[config.mk]
export PLATFORM = sky130hd
export DESIGN_NAME = sort8_rr_scheduler_flat
export DESIGN_NICKNAME = d
export VERILOG_FILES = /design/src/rtl/sort8_rr_scheduler_pkg.sv /design/src/rtl/sort8_rr_scheduler_if.sv /design/src/rtl/sort8_result_fifo.sv /design/src/rtl/sort8_rr_scheduler.sv /design/src/flat_wrapper.sv
export SDC_FILE = /design/constraint.sdc
export NUM_CORES = 1
export LEC_CHECK = 0
export ABC_CLOCK_PERIOD_IN_PS = 6800
export CELL_PAD_IN_SITES_DETAIL_PLACEMENT = 1
export CELL_PAD_IN_SITES_GLOBAL_PLACEMENT = 1
export CORE_MARGIN = 4
export CORE_UTILIZATION = 30
export CTS_CLUSTER_DIAMETER = 50
export DETAILED_ROUTE_END_ITERATION = 10
export PLACE_DENSITY = 0.71
export SLEW_MARGIN = 25
export SYNTH_ARGS = -nofsm -noshare
export SYNTH_HDL_FRONTEND = slang
export SYNTH_SLANG_ARGS = --single-unit
[constraint.sdc]
create_clock -name clk -period 6.8 [get_ports clk]
set_input_delay 1.36 -clock clk [delete_from_list [all_inputs] [get_ports clk]]
set_output_delay 1.36 -clock clk [all_outputs]
set_load 0.02 [all_outputs]
[src/rtl/sort8_rr_scheduler_pkg.sv]
// Shared widths and helpers for the two-requester sort8 scheduler.
package sort8_rr_scheduler_pkg;
    localparam int DATA_WIDTH_DEF  = 8;
    localparam int LABEL_WIDTH_DEF = 3;
    localparam int N_ELEM          = 8;
    localparam int OWNER_W         = 1;

    function automatic int vec_w(input int n, input int w);
        return n * w;
    endfunction
endpackage

[src/rtl/sort8_rr_scheduler_if.sv]
// Requester job port and result port bundles for the sort8 scheduler.
interface sort8_req_if #(
    parameter int DATA_WIDTH  = 8,
    parameter int LABEL_WIDTH = 3
);
    import sort8_rr_scheduler_pkg::*;
    localparam int XW = vec_w(N_ELEM, DATA_WIDTH);
    localparam int LW = vec_w(N_ELEM, LABEL_WIDTH);

    logic          valid;
    logic          ready;
    logic [XW-1:0] x;
    logic [LW-1:0] x_label;

    modport master (output valid, x, x_label, input ready);
    modport slave  (input valid, x, x_label, output ready);
endinterface

interface sort8_res_if #(
    parameter int DATA_WIDTH  = 8,
    parameter int LABEL_WIDTH = 3
);
    import sort8_rr_scheduler_pkg::*;
    localparam int XW = vec_w(N_ELEM, DATA_WIDTH);
    localparam int LW = vec_w(N_ELEM, LABEL_WIDTH);

    logic          valid;
    logic          ready;
    logic [XW-1:0] y;
    logic [LW-1:0] y_label;
    logic          owner;

    modport master (output valid, y, y_label, owner, input ready);
    modport slave  (input valid, y, y_label, owner, output ready);
endinterface

[src/rtl/sort8_result_fifo.sv]
// Synchronous FIFO, power-of-two depth, used for results and for owner tags.
module sort8_result_fifo #(
    parameter int WIDTH = 1,
    parameter int DEPTH = 4
) (
    input  logic             clk,
    input  logic             rst,
    input  logic             wr_en,
    input  logic [WIDTH-1:0] wr_data,
    input  logic             rd_en,
    output logic [WIDTH-1:0] rd_data,
    output logic             empty,
    output logic             full
);
    localparam int AW = $clog2(DEPTH);

    logic [WIDTH-1:0] mem [DEPTH];
    logic [AW-1:0]    wr_ptr, rd_ptr;
    logic [AW:0]      count;
    logic             do_wr, do_rd;

    assign empty   = (count == '0);
    assign full    = (count == (AW+1)'(DEPTH));
    assign do_rd   = rd_en && !empty;
    // A full FIFO still takes a write when the head leaves in the same cycle.
    assign do_wr   = wr_en && (!full || do_rd);
    assign rd_data = mem[rd_ptr];

    always_ff @(posedge clk) begin
        if (do_wr) mem[wr_ptr] <= wr_data;
    end

    always_ff @(posedge clk or negedge rst) begin
        if (!rst) begin
            wr_ptr <= '0;
            rd_ptr <= '0;
            count  <= '0;
        end else begin
            if (do_wr) wr_ptr <= wr_ptr + AW'(1);
            if (do_rd) rd_ptr <= rd_ptr + AW'(1);
            case ({do_wr, do_rd})
                2'b10:   count <= count + (AW+1)'(1);
                2'b01:   count <= count - (AW+1)'(1);
                default: ;
            endcase
        end
    end
endmodule

[src/rtl/sort8_rr_scheduler.sv]
// Round-robin sharing of one fire-and-forget 8-input sorter between two
// requesters; credits bound in-flight + buffered jobs so results never stall.
module sort8_rr_scheduler
    import sort8_rr_scheduler_pkg::*;
#(
    parameter int DATA_WIDTH  = DATA_WIDTH_DEF,
    parameter int LABEL_WIDTH = LABEL_WIDTH_DEF,
    parameter int OUT_DEPTH   = 4
) (
    input  logic                                    clk,
    input  logic                                    rst,
    sort8_req_if.slave                              r0,
    sort8_req_if.slave                              r1,
    output logic                                    s_x_valid,
    output logic [vec_w(N_ELEM, DATA_WIDTH)-1:0]    s_x,
    output logic [vec_w(N_ELEM, LABEL_WIDTH)-1:0]   s_x_label,
    input  logic                                    s_y_valid,
    input  logic [vec_w(N_ELEM, DATA_WIDTH)-1:0]    s_y,
    input  logic [vec_w(N_ELEM, LABEL_WIDTH)-1:0]   s_y_label,
    sort8_res_if.master                             m,
    output logic                                    err_overflow
);
    localparam int XW = vec_w(N_ELEM, DATA_WIDTH);
    localparam int LW = vec_w(N_ELEM, LABEL_WIDTH);
    localparam int RW = XW + LW + OWNER_W;
    localparam int CW = $clog2(OUT_DEPTH) + 1;

    logic [CW-1:0] cnt;
    logic          last_grant;
    logic          avail, grant_vld, grant_idx, issue, pop;
    logic          oq_owner, oq_empty, oq_full;
    logic          rf_empty, rf_full;
    logic [RW-1:0] rf_rd_data;

    always_comb begin
        grant_vld = 1'b0;
        grant_idx = 1'b0;
        if (r0.valid && r1.valid) begin
            grant_vld = 1'b1;
            grant_idx = ~last_grant;
        end else if (r0.valid) begin
            grant_vld = 1'b1;
        end else if (r1.valid) begin
            grant_vld = 1'b1;
            grant_idx = 1'b1;
        end
    end

    // Credit uses the registered count, so a pop frees a slot one cycle later.
    assign avail    = (cnt < CW'(OUT_DEPTH)) && !oq_full;
    assign issue    = avail && grant_vld;
    assign r0.ready = issue && !grant_idx;
    assign r1.ready = issue && grant_idx;

    assign m.valid = !rf_empty;
    assign pop     = m.valid && m.ready;
    assign {m.y, m.y_label, m.owner} = rf_rd_data;

    always_ff @(posedge clk or negedge rst) begin
        if (!rst) begin
            s_x_valid    <= 1'b0;
            s_x          <= '0;
            s_x_label    <= '0;
            last_grant   <= 1'b1;
            cnt          <= '0;
            err_overflow <= 1'b0;
        end else begin
            s_x_valid <= issue;
            if (issue) begin
                s_x        <= grant_idx ? r1.x : r0.x;
                s_x_label  <= grant_idx ? r1.x_label : r0.x_label;
                last_grant <= grant_idx;
            end
            case ({issue, pop})
                2'b10:   cnt <= cnt + CW'(1);
                2'b01:   cnt <= cnt - CW'(1);
                default: ;
            endcase
            if (s_y_valid && (oq_empty || (rf_full && !pop))) err_overflow <= 1'b1;
        end
    end

    // Sorter returns in issue order, so a FIFO of owner bits tags each result.
    sort8_result_fifo #(.WIDTH(OWNER_W), .DEPTH(OUT_DEPTH)) u_owner_q (
        .clk     (clk),
        .rst     (rst),
        .wr_en   (issue),
        .wr_data (grant_idx),
        .rd_en   (s_y_valid),
        .rd_data (oq_owner),
        .empty   (oq_empty),
        .full    (oq_full)
    );

    sort8_result_fifo #(.WIDTH(RW), .DEPTH(OUT_DEPTH)) u_result_q (
        .clk     (clk),
        .rst     (rst),
        .wr_en   (s_y_valid && !oq_empty),
        .wr_data ({s_y, s_y_label, oq_owner}),
        .rd_en   (pop),
        .rd_data (rf_rd_data),
        .empty   (rf_empty),
        .full    (rf_full)
    );
endmodule

[src/flat_wrapper.sv]
// flat-port wrapper written by rule: the top's interface ports become plain ports
module sort8_rr_scheduler_flat import sort8_rr_scheduler_pkg::*;
#(
    parameter int DATA_WIDTH  = DATA_WIDTH_DEF,
    parameter int LABEL_WIDTH = LABEL_WIDTH_DEF,
    parameter int OUT_DEPTH   = 4
)
  (clk, rst, s_x_valid, s_x, s_x_label, s_y_valid, s_y, s_y_label, err_overflow, r0_valid, r0_x, r0_x_label, r0_ready, r1_valid, r1_x, r1_x_label, r1_ready, m_valid, m_y, m_y_label, m_owner, m_ready);
  sort8_req_if #(.DATA_WIDTH(DATA_WIDTH), .LABEL_WIDTH(LABEL_WIDTH)) r0_i ();
  sort8_req_if #(.DATA_WIDTH(DATA_WIDTH), .LABEL_WIDTH(LABEL_WIDTH)) r1_i ();
  sort8_res_if #(.DATA_WIDTH(DATA_WIDTH), .LABEL_WIDTH(LABEL_WIDTH)) m_i ();
  input  logic clk;
  input  logic rst;
  output logic s_x_valid;
  output logic [vec_w(N_ELEM, DATA_WIDTH)-1:0] s_x;
  output logic [vec_w(N_ELEM, LABEL_WIDTH)-1:0] s_x_label;
  input  logic s_y_valid;
  input  logic [vec_w(N_ELEM, DATA_WIDTH)-1:0] s_y;
  input  logic [vec_w(N_ELEM, LABEL_WIDTH)-1:0] s_y_label;
  output logic err_overflow;
  input wire logic [$bits(r0_i.valid)-1:0] r0_valid;
  input wire logic [$bits(r0_i.x)-1:0] r0_x;
  input wire logic [$bits(r0_i.x_label)-1:0] r0_x_label;
  output wire logic [$bits(r0_i.ready)-1:0] r0_ready;
  input wire logic [$bits(r1_i.valid)-1:0] r1_valid;
  input wire logic [$bits(r1_i.x)-1:0] r1_x;
  input wire logic [$bits(r1_i.x_label)-1:0] r1_x_label;
  output wire logic [$bits(r1_i.ready)-1:0] r1_ready;
  output wire logic [$bits(m_i.valid)-1:0] m_valid;
  output wire logic [$bits(m_i.y)-1:0] m_y;
  output wire logic [$bits(m_i.y_label)-1:0] m_y_label;
  output wire logic [$bits(m_i.owner)-1:0] m_owner;
  input wire logic [$bits(m_i.ready)-1:0] m_ready;
  assign r0_i.valid = r0_valid;
  assign r0_i.x = r0_x;
  assign r0_i.x_label = r0_x_label;
  assign r0_ready = r0_i.ready;
  assign r1_i.valid = r1_valid;
  assign r1_i.x = r1_x;
  assign r1_i.x_label = r1_x_label;
  assign r1_ready = r1_i.ready;
  assign m_valid = m_i.valid;
  assign m_y = m_i.y;
  assign m_y_label = m_i.y_label;
  assign m_owner = m_i.owner;
  assign m_i.ready = m_ready;
  sort8_rr_scheduler #(.DATA_WIDTH(DATA_WIDTH), .LABEL_WIDTH(LABEL_WIDTH), .OUT_DEPTH(OUT_DEPTH)) u_core (.clk(clk), .rst(rst), .r0(r0_i), .r1(r1_i), .s_x_valid(s_x_valid), .s_x(s_x), .s_x_label(s_x_label), .s_y_valid(s_y_valid), .s_y(s_y), .s_y_label(s_y_label), .m(m_i), .err_overflow(err_overflow));
endmodule
==> run summary <==
Seq pwr share - 0.357
Post-synth top cells - 360 x edfxtp_1, 107 x dfrtp_1, 90 x mux4_2
placed insts - 2069
largest net degree at the start of global routing - 93
cell with the most instances after synthesis - edfxtp_1
# DRC - 0
Netlist cell types - 39
Synth Area in Adders - 0.0103
Post-CTS Hold Buffers - 0
Rows - 89
Non-Filler Instances - 2179
Internal - 7.98 mW
PwrDens - 484 nW/um^2
Slew headroom - 0.306
CP Data Required Time - 5.44 ns
Area contributors post-synth - edfxtp_1 60%, dfrtp_1 15%, mux4_2 11%
Critical Path Stages - 4
cell area after synthesis - 17900 sq um
CTS tree - built
TNS Setup - 0 ns
post-synthesis async set-or-reset flop share - 0.231
hold depth - 1
initial antenna violation count - 5
Critical Setup Path Class - primary input to output port
clock latency on the worst-skew pair - 0.60 ns
crit path time final - 4.70 ns
synthesis-to-layout area growth - 40.8%
share of the synthesized area in the top cell type - 0.603
logic gate share of total power - 0.398
antenna-violating nets left - 0
Clock Pin Slew Worst Setup and Hold Paths - 0.05 ns
clock network power share - 0.244
ratio of cells with drive above 1 in the final layout - 0.154
post-synthesis simple-gate area fraction - 0.00922
Clock Path Buffers - 3
Core Area - 59100 sq um
cell accounting for the most synthesized area - edfxtp_1
Synth Area in Compound Gates - 0.0871
die height - 252 um
CP max stage cell - clkdlybuf4s50_1
Main synth FF type - edfxtp_1
Initial Utilization - 0.303
boundary pin count - 452
Num CTS Buffers - 57
Syn Nets - 1163
via count - 10445
htree depth - 2
first-pass GRT wire length - 78900 um
critical path, cell by cell - clkdlybuf4s50_1, a21boi_1, o211a_4, clkdlybuf4s50_1
register area share after synthesis - 0.754
clock sink count - 468
Seq cells post-synth - 468
startpoint types - primary input
Worst path most repeated cell - clkdlybuf4s50_1
drt wl/cell - 24.8 um
vias per cell - 4.79
largest family of logic cells by synthesized area - multiplexers
YS warnings - 0
CP delay by family, top - buffers and inverters
GR Util All Layers - 0.167
vias in the first global route - 11653
crit share post-route - 0.691
Post-Synthesis Cells - 880
maximum VDD drop - 0.252 mV
min-delay worst type - flop to flop
DP Wirelength - 38300 um
CP Max Fanout - 6
Buffers on Ports - 451
die area - 63700 sq um
Die W - 252 um
post-CTS sizing - 0
Worst R2R Path Depth - 5
max-cap violations - 0
post-synthesis mux area share - 0.115
DR iter-0 viols - 538
status - finished, final reports clean
P_sw - 4.23 mW
Remaining Overflow, GRT - 0
GPL Wtd Cong - 0.888
number of synthesized flops with an enable pin - 360
synthesized area per cell - 20.4 sq um
Buf/Inv on CP - 2
length of the first detailed-routing pass in iterations - 4
xor/xnor share of the synthesized area - 0.00684
Data arrival, critical path - 3.34 ns
NumNets Final - 1638
Power, Total - 12.2 mW
Peak Freq - 213 MHz
pin slew with the least headroom to its limit - 1.04 ns
CP endpoint kind - output port
RSZ-0062 raised after global routing - false
clk_skew - 0.0192 ns
Final Hold Vio Count - 0
endpoints failing setup - 0
Slew Viols, Final - 0
Net Sw Frac - 0.346
final wirelength - 54000 um
Post-CTS Setup Bufs - 0
Worst path max stage delay - 0.65 ns
leakage - 9.29 nW
root buffer selected by CTS - clkbuf_16
[state kept, by name (all words and copies together) (netlist names)]
register and cells:
u_core.last_grant 1, u_core.u_owner_q.count 3, u_core.u_owner_q.wr_ptr 2, u_core.s_x 64, u_core.err_overflow 1, u_core.s_x_label 24, u_core.cnt 3, u_core.u_result_q.count 3
u_core.u_result_q.rd_ptr 2, u_core.u_result_q.mem 356, u_core.u_result_q.wr_ptr 2, u_core.s_x_valid 1, u_core.u_owner_q.mem 4, u_core.u_owner_q.rd_ptr 2
[through the flow]
step                hold slack, ns   util  instance area (sq um)  setup slack, ns
floorplan                    0.446      -                  17900             2.28
global placement             0.460  0.394                  23300             2.15
detailed placement           0.462  0.394                  23300             2.11
CTS                          0.473  0.426                  25200             2.06
global route                 0.508  0.427                  25200             1.99
finish                       0.472  0.427                  25200             2.10
[per-layer routing]
layer	track usage	up-vias	wire [um]
met5	0	-	33
met4	0.0688	4	2480
li1	-	4556	-
met2	0.288	433	27100
met1	0.189	5368	19700
met3	0.0602	84	4670
[layout make-up]
| cell class | instances | area [sq um] |
|---|---|---|
| fill | 5694 | 33900 |
| sequential | 468 | 13500 |
| timing repair buffer | 468 | 4660 |
| multi-input combinational | 344 | 4120 |
| clock buffer | 65 | 1500 |
| tap | 773 | 967 |
| clock inverter | 42 | 395 |
| inverter | 16 | 60.1 |
| antenna | 3 | 7.51 |
[power groups by stage]
stage,clock network [mW],registers [mW],logic [mW]
final,2.98,4.36,4.87
after CTS,3.08,4.39,4.98
after detailed placement,0,4.44,4.96
after global placement,0,4.38,4.90
after global routing,3.21,4.45,5.17
after floorplan,0,4.54,2.52
[logic make-up after synthesis]
kind of cell | count (synthesis)
AO/OA/AOI/OAI | 194
XOR/XNOR | 14
adder cells (fa/ha/maj) | 13
buffers and inverters | 68
flip-flops | 468
multiplexers | 93
AND/OR/NAND/NOR | 30
[cell usage in the layout, fill, tap and decap left out, drive strengths merged, types with 4 or more instances in the layout]
cell type | synthesis | routed
o211ai | 4 | 4
clkbuf | 19 | 65
a31oi | 4 | 4
ha | 10 | 10
clkdlybuf4s50 | 0 | 450
edfxtp | 360 | 360
xnor2 | 11 | 11
and3 | 4 | 4
and2 | 5 | 5
nor2 | 5 | 5
a22o | 88 | 88
buf | 33 | 18
clkinvlp | 0 | 7
a21o | 89 | 89
clkinv | 0 | 19
inv | 16 | 29
mux4 | 90 | 90
dfrtp | 107 | 107
nand2 | 6 | 6
[worst reg2reg max path, delay by kind of cell (launching register included)]
kind                   cells  cell delay, ns
and+or+nand+nor            2            1.15
buffers and inverters      2            0.73
DFF                        1            0.41
AOI/OAI and AO/OA          1            0.10
[worst paths after layout]
kind / endpoint / slack [ns] / from
max in group asynchronous: u_core.s_x[16] / 4.73 / rst
min reg2reg: u_core.err_overflow / 0.47 / u_core.err_overflow
max: r1_ready / 2.10 / r1_valid
min in group asynchronous: u_core.s_x_label[8] / 0.87 / rst
min: u_core.err_overflow / 0.47 / u_core.err_overflow
max reg2reg: u_core.u_result_q.mem[2][79] / 4.03 / u_core.u_owner_q.count[0]
No activity file was read; power rests on OpenSTA's default activity.
